$ cat config.mk
export PLATFORM = sky130hd
export DESIGN_NAME = vend_sequencer
export DESIGN_NICKNAME = d
export VERILOG_FILES = /design/src/rtl/vend_sequencer.sv
export SDC_FILE = /design/constraint.sdc
export NUM_CORES = 1
export LEC_CHECK = 0
export CORE_ASPECT_RATIO = 0.9
export CORE_MARGIN = 4
export CORE_UTILIZATION = 34
export CTS_BUF_LIST = sky130_fd_sc_hd__clkbuf_2 sky130_fd_sc_hd__clkbuf_4 sky130_fd_sc_hd__clkbuf_8
export CTS_CLUSTER_SIZE = 12
export DETAILED_ROUTE_END_ITERATION = 8
export PLACE_DENSITY = 0.61
export SETUP_SLACK_MARGIN = 0.05
export SLEW_MARGIN = 20
export SYNTH_ARGS = -nofsm -noshare
export SYNTH_HDL_FRONTEND = slang
export SYNTH_SLANG_ARGS = --single-unit
$ cat constraint.sdc
create_clock -name clk -period 11 [get_ports clk]
set_input_delay 1.65 -clock clk [delete_from_list [all_inputs] [get_ports clk]]
set_output_delay 1.65 -clock clk [all_outputs]
set_load 0.01 [all_outputs]
$ cat src/rtl/vend_sequencer.sv
// vend_sequencer: vending machine transaction controller.
// Owns the credit register and steps each purchase through coin entry,
// keypad selection, price/stock check, dispense and change handshakes.
// Ports:
//   clk, reset_n                 clock, asynchronous active-low reset
//   coin_valid, coin_code[4:0]   one-hot coin pulse (5/10/20/50/100)
//   key_valid, key_code[3:0]     keypad pulse (0-9 digit, 10 cancel, 11 enter)
//   price_of_all[79:0]           byte k-1 = price of product k (0 = unconfigured)
//   stock_empty[9:0]             bit k-1 = product k out of stock
//   dispense_req/id, dispense_ack   dispense handshake
//   change_req/amount, change_ack   change payout handshake
//   credit[7:0], busy            current balance, busy in CHECK/DISPENSE/CHANGE
//   err_*                        single-cycle error pulses
module vend_sequencer #(
    parameter int unsigned NUM_PRODUCTS = 10,  // at most 10
    parameter int unsigned SEL_TIMEOUT  = 1000
) (
    input  logic        clk,
    input  logic        reset_n,
    input  logic        coin_valid,
    input  logic [4:0]  coin_code,
    input  logic        key_valid,
    input  logic [3:0]  key_code,
    input  logic [79:0] price_of_all,
    input  logic [9:0]  stock_empty,
    output logic        dispense_req,
    output logic [3:0]  dispense_id,
    input  logic        dispense_ack,
    output logic        change_req,
    output logic [7:0]  change_amount,
    input  logic        change_ack,
    output logic [7:0]  credit,
    output logic        busy,
    output logic        err_invalid_coin,
    output logic        err_coin_reject,
    output logic        err_bad_select,
    output logic        err_out_of_stock,
    output logic        err_insufficient
);

    localparam int unsigned TW = (SEL_TIMEOUT > 1) ? $clog2(SEL_TIMEOUT) : 1;
    localparam logic [TW-1:0] TMO_LOAD = TW'(SEL_TIMEOUT - 1);

    typedef enum logic [2:0] {IDLE, SELECT, CHECK, DISPENSE, CHANGE} state_t;

    state_t        state, state_nx;
    logic [7:0]    sel, sel_nx;
    logic          two_digits, two_digits_nx;
    logic          ovf, ovf_nx;
    logic [TW-1:0] tmo, tmo_nx;

    logic       dispense_req_nx, change_req_nx, busy_nx;
    logic [3:0] dispense_id_nx;
    logic [7:0] change_amount_nx, credit_nx;
    logic       err_invalid_coin_nx, err_coin_reject_nx, err_bad_select_nx;
    logic       err_out_of_stock_nx, err_insufficient_nx;

    logic [7:0] coin_val;
    logic       coin_ok;
    logic [8:0] coin_sum;
    logic [7:0] sel_price;
    logic       sel_stock_empty;
    logic       key_digit, key_cancel, key_enter;

    always_comb begin
        coin_ok  = 1'b1;
        coin_val = '0;
        case (coin_code)
            5'b00001: coin_val = 8'd5;
            5'b00010: coin_val = 8'd10;
            5'b00100: coin_val = 8'd20;
            5'b01000: coin_val = 8'd50;
            5'b10000: coin_val = 8'd100;
            default:  coin_ok  = 1'b0;
        endcase
        coin_sum = {1'b0, credit} + {1'b0, coin_val};
    end

    // Out-of-range selections read as price 0, so they fail the price test too.
    always_comb begin
        sel_price       = '0;
        sel_stock_empty = 1'b0;
        for (int unsigned k = 1; k <= NUM_PRODUCTS; k++) begin
            if (sel == 8'(k)) begin
                sel_price       = price_of_all[8*(k-1) +: 8];
                sel_stock_empty = stock_empty[k-1];
            end
        end
    end

    assign key_digit  = key_valid && (key_code <= 4'd9);
    assign key_cancel = key_valid && (key_code == 4'd10);
    assign key_enter  = key_valid && (key_code == 4'd11);

    always_comb begin
        state_nx            = state;
        sel_nx              = sel;
        two_digits_nx       = two_digits;
        ovf_nx              = ovf;
        tmo_nx              = tmo;
        credit_nx           = credit;
        dispense_id_nx      = dispense_id;
        change_amount_nx    = change_amount;
        err_invalid_coin_nx = 1'b0;
        err_coin_reject_nx  = 1'b0;
        err_bad_select_nx   = 1'b0;
        err_out_of_stock_nx = 1'b0;
        err_insufficient_nx = 1'b0;

        if (coin_valid) begin
            if (state == IDLE || state == SELECT) begin
                if (!coin_ok)
                    err_invalid_coin_nx = 1'b1;
                else if (coin_sum[8])
                    err_coin_reject_nx = 1'b1;
                else
                    credit_nx = coin_sum[7:0];
            end else begin
                err_coin_reject_nx = 1'b1;
            end
        end

        // Cancel decisions use the post-coin credit so a same-cycle coin is refunded.
        case (state)
            IDLE: begin
                if (key_digit) begin
                    sel_nx        = {4'b0, key_code};
                    two_digits_nx = 1'b0;
                    ovf_nx        = 1'b0;
                    tmo_nx        = TMO_LOAD;
                    state_nx      = SELECT;
                end else if (key_enter) begin
                    err_bad_select_nx = 1'b1;
                end else if (key_cancel && credit_nx != 8'd0) begin
                    state_nx = CHANGE;
                end
            end
            SELECT: begin
                if (key_digit) begin
                    tmo_nx = TMO_LOAD;
                    if (!two_digits) begin
                        sel_nx        = sel * 8'd10 + {4'b0, key_code};
                        two_digits_nx = 1'b1;
                    end else begin
                        ovf_nx = 1'b1;
                    end
                end else if (key_cancel) begin
                    state_nx = (credit_nx != 8'd0) ? CHANGE : IDLE;
                end else if (key_enter) begin
                    if (ovf || sel == 8'd0 || sel > 8'(NUM_PRODUCTS) || sel_price == 8'd0) begin
                        err_bad_select_nx = 1'b1;
                        state_nx          = IDLE;
                    end else begin
                        state_nx = CHECK;
                    end
                end else if (tmo == '0) begin
                    state_nx = IDLE;
                end else begin
                    tmo_nx = tmo - TW'(1);
                end
            end
            CHECK: begin
                if (sel_stock_empty) begin
                    err_out_of_stock_nx = 1'b1;
                    state_nx            = IDLE;
                end else if (credit < sel_price) begin
                    err_insufficient_nx = 1'b1;
                    state_nx            = IDLE;
                end else begin
                    credit_nx      = credit - sel_price;
                    dispense_id_nx = sel[3:0];
                    state_nx       = DISPENSE;
                end
            end
            DISPENSE: begin
                if (dispense_ack)
                    state_nx = (credit != 8'd0) ? CHANGE : IDLE;
            end
            CHANGE: begin
                if (change_ack) begin
                    credit_nx = '0;
                    state_nx  = IDLE;
                end
            end
            default: state_nx = IDLE;
        endcase

        // Level outputs are registered from the next state.
        dispense_req_nx = (state_nx == DISPENSE);
        change_req_nx   = (state_nx == CHANGE);
        busy_nx         = (state_nx == CHECK) || (state_nx == DISPENSE) || (state_nx == CHANGE);
        if (state_nx == CHANGE)
            change_amount_nx = credit_nx;
    end

    always_ff @(posedge clk or negedge reset_n) begin
        if (!reset_n) begin
            state            <= IDLE;
            sel              <= '0;
            two_digits       <= 1'b0;
            ovf              <= 1'b0;
            tmo              <= '0;
            credit           <= '0;
            dispense_req     <= 1'b0;
            dispense_id      <= '0;
            change_req       <= 1'b0;
            change_amount    <= '0;
            busy             <= 1'b0;
            err_invalid_coin <= 1'b0;
            err_coin_reject  <= 1'b0;
            err_bad_select   <= 1'b0;
            err_out_of_stock <= 1'b0;
            err_insufficient <= 1'b0;
        end else begin
            state            <= state_nx;
            sel              <= sel_nx;
            two_digits       <= two_digits_nx;
            ovf              <= ovf_nx;
            tmo              <= tmo_nx;
            credit           <= credit_nx;
            dispense_req     <= dispense_req_nx;
            dispense_id      <= dispense_id_nx;
            change_req       <= change_req_nx;
            change_amount    <= change_amount_nx;
            busy             <= busy_nx;
            err_invalid_coin <= err_invalid_coin_nx;
            err_coin_reject  <= err_coin_reject_nx;
            err_bad_select   <= err_bad_select_nx;
            err_out_of_stock <= err_out_of_stock_nx;
            err_insufficient <= err_insufficient_nx;
        end
    end

endmodule

Yosys cells after proc, flatten, opt, wreduce, memory -nomap -nowiden
Index checks and enable logic that the tools add are counted.
- add/subtract/negate cells: 4
- $mul: 1
- order comparisons: 3
- equality and inequality tests: 31
- multiplexer cells: 80
- bitwise operators: 2
- reductions and logical operators: 23
- operators with widths (kind ; count):
    $mux 8 ; 20
    $mux 10 ; 5
    $pmux 7 s5 ; 1
    $mux 1 ; 33
    $mux 3 ; 11
    $eq 8x3->1 const B ; 4
    $pmux 8 s2 ; 2
    $eq 8x4->1 const B ; 3
    $pmux 10 s2 ; 1
    $eq 8x2->1 const B ; 2
    $logic_not 8->1 ; 2
    $reduce_bool 8->1 ; 2
    $pmux 3 s5 ; 1
    $eq 3x2->1 const B ; 4
    $logic_not 10->1 ; 1
    $sub 10x1->10 const B ; 1
    $add 8x8->9 ; 1
    $ne 3x3->1 const B ; 3
    $add 8x4->8 ; 1
    $eq 4x4->1 const B ; 2
    $eq 8x1->1 const B ; 1
    $gt 8x4->1 const B ; 1
    $lt 8x8->1 ; 1
    $mul 8x3->7 const B ; 1
    21 further kinds ; 40
- register bits: 51

Logic depth before layout (Yosys ltp)
Gate-level depths: netlist of the first run.
- word-level depth: 21
- depth in mapped cells: 19
- gate-level depth less buffers: 14

Worst setup path after synthesis of the first run
No wires, ideal clock.
- kind: input to register
- start: input port coin_code[3]
- end: register change_amount[0]
- arrival: 4568 ps
- slack: 6307 ps
- stages on the path: 13
- buffers on the path: 2
- path through: buf_2 > xnor2_1 > or4_1 > fa_1 > nand2b_1 > a21oi_1 > o21bai_1 > and2_1 > buf_2 > or2_1 > a41oi_1 > inv_2 > mux2_2
- longest elaborated chain between the ends: 14
- RTL lines (what ; RTL line ; RTL):
    start, declared ; 21 ; input logic [4:0] coin_code,
    $eq 5x5->1, or another cell as far along ; 68 ; case (coin_code)
    $pmux 7 s5 ; 68 ;
    $add 8x8->9 ; 76 ; coin_sum = {1'b0, credit} + {1'b0, coin_val};
    $mux 8 ; 114 ; else if (coin_sum[8])
    $mux 8 (*) ; 112 ; if (!coin_ok)
    $mux 8 (*) ; 111 ; if (state == IDLE || state == SELECT) begin
    $mux 8 (*) ; 110 ; if (coin_valid) begin
    $reduce_bool 8->1 (*) ; 134, 148 ;
    $logic_and 1x1->1 ; 134 ; end else if (key_cancel && credit_nx != 8'd0) begin
    $mux 3 ; 134 ;
    $mux 3 ; 132 ; end else if (key_enter) begin
    $mux 3 ; 126 ; if (key_digit) begin
    $pmux 3 s5 (*) ; 124 ; case (state)
    net state_nx[2] ; 46 ; state_t state, state_nx;
    $eq 3x3->1 (*) ; 192 ; if (state_nx == CHANGE)
    end signal, assigned ; 224 ; change_amount <= change_amount_nx;
    end, declared ; 30 ; output logic [7:0] change_amount,
Mark *: on every way through the listed nets, which the timed path passes. The rest lies on a longest branch.
A chain may end at the register's enable or synchronous reset.

Final worst setup path of the first run
- start: input port price_of_all[41]
- end: register change_amount[5]
- RTL lines (what ; RTL line ; RTL):
    start, declared ; 24 ; input logic [79:0] price_of_all,
    $mux 8 (*) (5 in series) ; 84 ; if (sel == 8'(k)) begin
    $sub 8x8->8 / $lt 8x8->1 (equally long branches) ; 170, 166 ;
    $mux 8 (*) ; 166 ; end else if (credit < sel_price) begin
    $mux 8 (*) ; 163 ; if (sel_stock_empty) begin
    $pmux 8 s2 (*) ; 124 ;
    net credit_nx[5] ; 54 ; logic [7:0] change_amount_nx, credit_nx;
Marks and branches as above.

==> results of run 1 <==
## registers in the layout, indices dropped and copies added (netlist names)
signal            cells
tmo                  10
change_amount         8
credit                8
sel                   8
dispense_id           4
state                 3
busy                  1
change_req            1
dispense_req          1
err_bad_select        1
err_coin_reject       1
err_insufficient      1
err_invalid_coin      1
err_out_of_stock      1
ovf                   1
two_digits            1
## worst max-delay path, cell delays in order
cell and delay, ns:
clkdlybuf4s50_1 0.40, nor2b_1 0.13, o311ai_1 0.35, o21ai_0 0.20, a221oi_1 0.55, inv_1 0.13, fa_1 0.44, nor2b_1 0.19
o31ai_1 0.12, a21oi_1 0.19, o21a_1 0.21, o211a_4 0.31, mux2_1 0.38, mux2_2 0.27
## layer usage
| metal | track usage | vias up | share of wire |
|---|---|---|---|
| li1 | - | 2115 | - |
| met1 | 0.270 | 2049 | 0.46 |
| met2 | 0.305 | 189 | 0.44 |
| met3 | 0.0343 | 16 | 0.083 |
| met4 | 0.0375 | 0 | 0.013 |
| met5 | 0 | - | 0 |
## worst paths after layout
path	from	to	slack (ns)	cells after the start
worst max-delay path	price_of_all[41]	change_amount[5]$_DFFE_PN0P_	5.66	14
min in group asynchronous	reset_n	change_amount[0]$_DFFE_PN0P_	1.44	2
worst min-delay path	tmo[6]$_DFFE_PN0P_	tmo[6]$_DFFE_PN0P_	0.51	1
max in group asynchronous	reset_n	sel[0]$_DFFE_PN0P_	9.10	2
worst max register to register	sel[1]$_DFFE_PN0P_	change_amount[5]$_DFFE_PN0P_	6.25	14
worst min register to register	tmo[6]$_DFFE_PN0P_	tmo[6]$_DFFE_PN0P_	0.51	1
## layout by cell type, fill, tap and decap left out, types with 5 or more instances in the layout
| master | Yosys | routed |
|---|---|---|
| and2_1 | 8 | 8 |
| nand2b_1 | 8 | 8 |
| inv_1 | 25 | 25 |
| nor3_1 | 18 | 18 |
| o21ai_0 | 21 | 21 |
| dfrtp_1 | 51 | 50 |
| mux2i_1 | 12 | 12 |
| nand2_1 | 27 | 27 |
| a2bb2oi_1 | 7 | 7 |
| or3_1 | 6 | 6 |
| ha_1 | 26 | 26 |
| and3_1 | 6 | 6 |
| o22ai_1 | 9 | 9 |
| mux2_1 | 11 | 11 |
| a221oi_1 | 10 | 10 |
| mux2_2 | 14 | 14 |
| a21oi_1 | 32 | 32 |
| nor2_1 | 45 | 45 |
| o21a_1 | 5 | 5 |
| clkbuf_8 | 0 | 6 |
| nand3_1 | 9 | 9 |
| nor2b_1 | 16 | 16 |
| nor4_1 | 12 | 12 |
| clkdlybuf4s50_1 | 0 | 131 |
| xor2_1 | 10 | 10 |
| xnor2_1 | 12 | 12 |
## final cells by class
| type | count | area (um^2) | share of cell area |
|---|---|---|---|
| sequential | 51 | 1280 | 0.214 |
| timing repair buffer | 135 | 1340 | 0.225 |
| clock inverter | 2 | 13.8 | 0.00231 |
| clock buffer | 6 | 82.6 | 0.0139 |
| tap | 164 | 205 | 0.0344 |
| multi-input combinational | 402 | 2940 | 0.493 |
| inverter | 27 | 101 | 0.0170 |
## per-stage QoR
stage,instances,power (uW),utilization
6_report,787,1290,0.468
5_1_grt,787,1410,0.468
4_1_cts,787,1300,0.468
3_5_place_dp,779,1170,0.460
3_3_place_gp,779,1160,0.460
2_1_floorplan,506,889,-
## cell families (layout without fill, tap and decap cells)
kind of cell / Yosys count / after routing / synth area share
fa+ha+maj: 30 / 30 / 0.0914
buf+inv: 53 / 170 / 0.0497
simple gates: 171 / 171 / 0.198
mux: 40 / 40 / 0.106
xor+xnor: 22 / 22 / 0.0435
compound gates: 139 / 139 / 0.224
flops: 51 / 51 / 0.288
## power breakdown
part / leakage (uW) / switching (uW) / internal, uW
combinational: 0.00175 / 466 / 398
clock: 0.0000516 / 64.5 / 51.6
sequential: 0.000633 / 79.9 / 234
total: 0.00243 / 611 / 684
==> impl_metrics.sql, run 1 <==
INSERT INTO impl_metrics (metric_group, metric, value, unit) VALUES
('global_route', 'grt_use_total', '0.190', ''),
('sta', 'setup-violations-final', '0', ''),
('routing', 'drt_drc_violations_left', '0', ''),
('setup_path', 'timing.critical_path.from_type', 'input pin', ''),
('synth', 'synth.most_common_cell', 'dfrtp_1', ''),
('outcome', 'run_status', 'completed', ''),
('synth', 'netlist_area', '0.00443', 'mm^2'),
('sta', 'clock_skew_after_layout', '0.00630', 'ns'),
('routing', 'detail_route.vias_per_cell', '5.55', ''),
('setup_path', 'endpoint_kind', 'flip-flop', ''),
('sta', 'timing.slew.headroom', '0.355', ''),
('finish', 'final_nets', '757', ''),
('pwr', 'power.ir.vdd_worst', '0.0000790', 'V'),
('pwr', 'power_density', '217', 'mW/mm^2'),
('setup_path', 'critPathRequiredTime', '11.20', 'ns'),
('sta', 'finalMaxSlewViolations', '0', ''),
('pwr', 'leakage', '0.00243', 'uW'),
('sta', 'final.setup.worst_slack', '5.66', 'ns'),
('sta', 'grt_setup_unrepaired', 'false', ''),
('synth', 'synth_commonest_cells', '51 x dfrtp_1, 45 x nor2_1, 32 x a21oi_1', ''),
('global_route', 'antenna_found_initial', '0', ''),
('floorplanning', 'dieWidth', '128', 'um'),
('global_route', 'first_global_vias', '4450', ''),
('routing', 'totalWireLength', '14300', 'um'),
('routing', 'first_pass_iters', '5', ''),
('clock_tree', 'cts.clk_slew.worst_paths', '0.09', 'ns'),
('synth', 'syn-instance-count', '506', ''),
('clock_tree', 'clk_latency', '0.31', 'ns'),
('clock_tree', 'cts_post_setup_buffers_inserted', '0', ''),
('worst_hold_path', 'holdCritPathClass', 'reg2reg', ''),
('floorplanning', 'std_cell_rows', '39', ''),
('synth', 'synth_top_area_cell', 'dfrtp_1', ''),
('sta', 'period_needed', '5.34', 'ns'),
('clock_tree', 'h_tree_levels', '2', ''),
('setup_path', 'critical_path_arrival', '5.54', 'ns'),
('synth', 'synthesis.nets', '641', ''),
('routing', 'via_count_of_the_routed_design', '4369', ''),
('synth', 'seq_area_frac_synth', '0.288', ''),
('clock_tree', 'cts.root.buffer_cell', 'clkbuf_8', ''),
('placed_design', 'placedInstanceArea', '0.00586', 'mm^2'),
('placed_design', 'dp_hpwl', '11100', 'um'),
('clock_tree', 'tritoncts.num_buffers', '5', ''),
('clock_tree', 'cts_hold_buf', '0', ''),
('finish', 'insertedDiodeCount', '0', ''),
('routing', 'first_iter_violations', '350', ''),
('finish', 'number_of_fillers_in_the_final_layout', '1229', ''),
('global_route', 'grt_overflow', '0', ''),
('clock_tree', 'clock_sinks', '51', ''),
('finish', 'final_cell_area', '0.00596', 'mm^2'),
('sta', 'report.final.hold_viol_count', '0', ''),
('synth', 'async_flop_share', '1.00', ''),
('synth', 'synth_top_area_share', '0.288', ''),
('synth', 'synth.area.top_cells', 'dfrtp_1 29%, ha_1 7.3%, nor2_1 3.8%', ''),
('floorplanning', 'die_height', '116', 'um'),
('clock_tree', 'buffer_levels_on_the_longest_clock_path', '2', ''),
('synth', 'avgSynthCellArea', '8.76', 'um^2'),
('clock_tree', 'cts_repair_resize_count', '0', ''),
('placed_design', 'place.port_buffers', '132', ''),
('placed_design', 'place.gp.congestion', '0.879', ''),
('synth', 'ys_dominant_reg_cell', 'dfrtp_1', ''),
('run', 'max_cap_viol_count', '0', ''),
('synth', 'yosys_warns', '0', ''),
('sta', 'finalCritPeriodShare', '0.486', ''),
('floorplanning', 'fp.dieArea', '0.0149', 'mm^2'),
('floorplanning', 'floorplan.initialDensity', '0.348', ''),
('setup_path', 'critical_path_peak_fanout', '13', ''),
('synth', 'yosys.cell_types.count', '66', ''),
('sta', 'max_freq', '187', 'MHz'),
('floorplanning', 'core_region_area', '0.0127', 'mm^2'),
('finish', 'layout-drive-gt1-share', '0.0626', ''),
('routing', 'drt-wirelength-per-cell', '18.2', 'um'),
('global_route', 'grt_start_max_net_pins', '52', ''),
('setup_path', 'setup.worst_path.class', 'in2reg', ''),
('synth', 'postSynthRegisterBits', '51', ''),
('sta', 'fin_hold_ws', '0.509', 'ns'),
('clock_tree', 'cts_tree', 'yes', ''),
('finish', 'layout-area-overhead-vs-synth', '34.3', '%'),
('routing', 'route.antenna.remaining_nets', '0', ''),
('sta', 'worst-slew-pin-transition', '0.952', 'ns'),
('global_route', 'grt_pass1_wl', '22900', 'um'),
('floorplanning', 'floorplan.io_pins', '133', ''),
('synth', 'synth_enable_flop_cells', '0', ''),
('placed_design', 'pre_cts_ws', '5.33', 'ns'),
('sta', 'finalSetupTns', '0', 'ns');
Note: power is estimated with default switching activity, not from simulation.
==> inputs of run 2 (changes only) <==
==> constraint.sdc (replaced) <==
create_clock -name clk -period 5.5 [get_ports clk]
set_input_delay 0.825 -clock clk [delete_from_list [all_inputs] [get_ports clk]]
set_output_delay 0.825 -clock clk [all_outputs]
set_load 0.01 [all_outputs]
==> run 2 against run 1 <==
- combinational power rose by 99%
- non-clock buffer count rose by 2
- clock skew fell by 0.00068 ns
- core utilization rose by 0.27 points
- critical path depth fell by 1
- final cell count rose by 0.25%
- first-iteration DRC count fell by 18%
- clock power rose by 130%
- via count barely moved
- routed wire length fell by 0.69%
- die area did not move
- critical path type is now reg2reg
- largest power group unchanged
==> impl_metrics.sql, run 2 (same netlist as run 1, synthesis figures left out) <==
INSERT INTO impl_metrics (metric_group, metric, value, unit) VALUES
('finish', 'most_frequent_cells_in_the_layout', '131 x clkdlybuf4s50_1, 50 x dfrtp_1, 45 x nor2_1, 32 x a21oi_1, 27 x nand2_1', ''),
('placed_design', 'dp_hpwl', '11100', 'um'),
('finish', 'layout-area-overhead-vs-synth', '35.1', '%'),
('floorplanning', 'std_cell_rows', '39', ''),
('setup_path', 'worstPathBufferInverterCount', '1', ''),
('clock_tree', 'cts_hold_buf', '0', ''),
('finish', 'number_of_fillers_in_the_final_layout', '1209', ''),
('setup_path', 'timing.critical_path.max_delay_family', 'compound AO/OA/AOI/OAI gates', ''),
('routing', 'drt-wirelength-per-cell', '18.0', 'um'),
('worst_hold_path', 'holdCritPathClass', 'reg2reg', ''),
('setup_path', 'critical_path_arrival', '4.69', 'ns'),
('floorplanning', 'die_height', '116', 'um'),
('pwr', 'power_share_of_the_combinational_group', '0.659', ''),
('global_route', 'antenna_found_initial', '0', ''),
('clock_tree', 'cts.clk_slew.worst_paths', '0.09', 'ns'),
('sta', 'finalMaxSlewViolations', '0', ''),
('pwr', 'power_density', '437', 'mW/mm^2'),
('sta', 'finalCritPeriodShare', '0.817', ''),
('clock_tree', 'clock_sinks', '51', ''),
('run', 'max_cap_viol_count', '0', ''),
('routing', 'totalWireLength', '14200', 'um'),
('pwr', 'internal-power', '1410', 'uW'),
('sta', 'final.setup.worst_slack', '1.00', 'ns'),
('sta', 'period_needed', '4.50', 'ns'),
('floorplanning', 'floorplan.io_pins', '133', ''),
('global_route', 'grt_use_total', '0.190', ''),
('finish', 'final_nets', '759', ''),
('setup_path', 'critical_path.cell_chain', 'nor2_1, o311ai_1, o21ai_0, a221oi_1, inv_1, fa_1, nor2b_1, o31ai_1, a21oi_1, o21a_1, o211a_4, mux2_1, mux2_2', ''),
('clock_tree', 'clk_latency', '0.31', 'ns'),
('routing', 'detail_route.vias_per_cell', '5.54', ''),
('pwr', 'seq_power_share', '0.239', ''),
('setup_path', 'setup.worst_path.class', 'reg2reg', ''),
('clock_tree', 'cts_repair_resize_count', '0', ''),
('clock_tree', 'buffer_levels_on_the_longest_clock_path', '2', ''),
('placed_design', 'placedInstanceArea', '0.00588', 'mm^2'),
('routing', 'drt_drc_violations_left', '0', ''),
('placed_design', 'place.port_buffers', '132', ''),
('clock_tree', 'cts_tree', 'yes', ''),
('placed_design', 'place.gp.congestion', '0.904', ''),
('finish', 'top_register', 'tmo', ''),
('sta', 'report.final.hold_viol_count', '0', ''),
('sta', 'worst-slew-pin-transition', '0.971', 'ns'),
('setup_path', 'critical_path_peak_fanout', '15', ''),
('setup_path', 'critPathRequiredTime', '5.69', 'ns'),
('finish', 'mostFrequentLayoutCell', 'clkdlybuf4s50_1', ''),
('sta', 'grt_setup_unrepaired', 'false', ''),
('sta', 'clock_skew_after_layout', '0.00562', 'ns'),
('clock_tree', 'cts.root.buffer_cell', 'clkbuf_8', ''),
('floorplanning', 'fp.dieArea', '0.0149', 'mm^2'),
('sta', 'max_freq', '222', 'MHz'),
('setup_path', 'timing.critical_path.from_type', 'flip-flop', ''),
('setup_path', 'max_stage_delay', '0.73', 'ns'),
('finish', 'largest_register_ffs', '10', ''),
('setup_path', 'crit_slowest_cell', 'dfrtp_1', ''),
('pwr', 'leakage', '0.00245', 'uW'),
('clock_tree', 'tritoncts.num_buffers', '5', ''),
('setup_path', 'endpoint_kind', 'flip-flop', ''),
('global_route', 'first_global_vias', '4389', ''),
('floorplanning', 'dieWidth', '128', 'um'),
('placed_design', 'pre_cts_ws', '0.752', 'ns'),
('sta', 'setup-violations-final', '0', ''),
('routing', 'via_count_of_the_routed_design', '4370', ''),
('routing', 'first_pass_iters', '7', ''),
('global_route', 'grt_pass1_wl', '22800', 'um'),
('outcome', 'run_status', 'completed', ''),
('sta', 'timing.slew.headroom', '0.342', ''),
('pwr', 'p_switching', '1200', 'uW'),
('sta', 'finalSetupTns', '0', 'ns'),
('finish', 'register_area', '0.00128', 'mm^2'),
('floorplanning', 'floorplan.initialDensity', '0.348', ''),
('finish', 'insertedDiodeCount', '0', ''),
('finish', 'final_cell_area', '0.00599', 'mm^2'),
('pwr', 'power.share.clock', '0.103', ''),
('floorplanning', 'core_region_area', '0.0127', 'mm^2'),
('clock_tree', 'cts_post_setup_buffers_inserted', '0', ''),
('global_route', 'grt_overflow', '0', ''),
('routing', 'route.antenna.remaining_nets', '0', ''),
('routing', 'first_iter_violations', '287', ''),
('clock_tree', 'h_tree_levels', '2', ''),
('finish', 'multiInputGateArea', '0.00294', 'mm^2'),
('global_route', 'grt_start_max_net_pins', '52', ''),
('finish', 'layout-drive-gt1-share', '0.0656', ''),
('pwr', 'power.ir.vdd_worst', '0.000176', 'V'),
('pwr', 'totalPowerFinal', '2620', 'uW'),
('pwr', 'p_sw_frac', '0.460', '');
## run 2: cell types whose count changed in the layout (fill, tap and decap cells not counted), sizes merged
cell,before,now
clkinv,1,0
bufinv,0,1
buf,4,6
## run 2: stage by stage
step | hold slack [ns] | util | instances
floorplan | 0.462 | - | 506
global placement | 0.484 | 0.461 | 781
detailed placement | 0.491 | 0.461 | 781
CTS | 0.508 | 0.470 | 789
global route | 0.544 | 0.470 | 789
finish | 0.511 | 0.470 | 789
## run 2: final cells by class
class | instances | share of cell area
multi-input cells | 402 | 0.490
repair buffers | 137 | 0.226
flip-flops and latches | 51 | 0.213
well taps | 164 | 0.0343
inverters | 27 | 0.0169
clock buffers | 6 | 0.0127
clock inverters | 2 | 0.00647
## run 2: power groups by stage
stage	combinational (uW)	clock (uW)	sequential [uW]
final	1720	269	625
after global routing	1930	296	645
after CTS	1730	279	628
after detailed placement	1720	0	633
after global placement	1690	0	632
after floorplan	1210	0	572
## run 2: per-layer routing
layer | GRT usage | up-vias | share of wire
met3 | 0.0380 | 16 | 0.088
li1 | - | 2116 | -
met2 | 0.303 | 174 | 0.44
met1 | 0.272 | 2064 | 0.46
met5 | 0 | - | 0
met4 | 0.0347 | 0 | 0.012
## run 2: worst reg2reg max path: stages (launching register included)
cell and delay, ns:
dfrtp_1 0.73, nor2_1 0.32, o311ai_1 0.40, o21ai_0 0.19, a221oi_1 0.56, inv_1 0.13, fa_1 0.45, nor2b_1 0.16
o31ai_1 0.11, a21oi_1 0.18, o21a_1 0.21, o211a_4 0.30, mux2_1 0.36, mux2_2 0.27
## run 2: final timing paths
kind                                                endpoint                from  cells past startpoint  slack [ns]
worst max-delay path            change_amount[1]$_DFFE_PN0P_  sel[1]$_DFFE_PN0P_                     13        1.00
worst min-delay path                      tmo[6]$_DFFE_PN0P_  tmo[6]$_DFFE_PN0P_                      1        0.51
worst max register to register  change_amount[1]$_DFFE_PN0P_  sel[1]$_DFFE_PN0P_                     13        1.00
worst min register to register            tmo[6]$_DFFE_PN0P_  tmo[6]$_DFFE_PN0P_                      1        0.51
max in group asynchronous                 sel[0]$_DFFE_PN0P_             reset_n                      2        4.42
min in group asynchronous       change_amount[0]$_DFFE_PN0P_             reset_n                      2        0.63
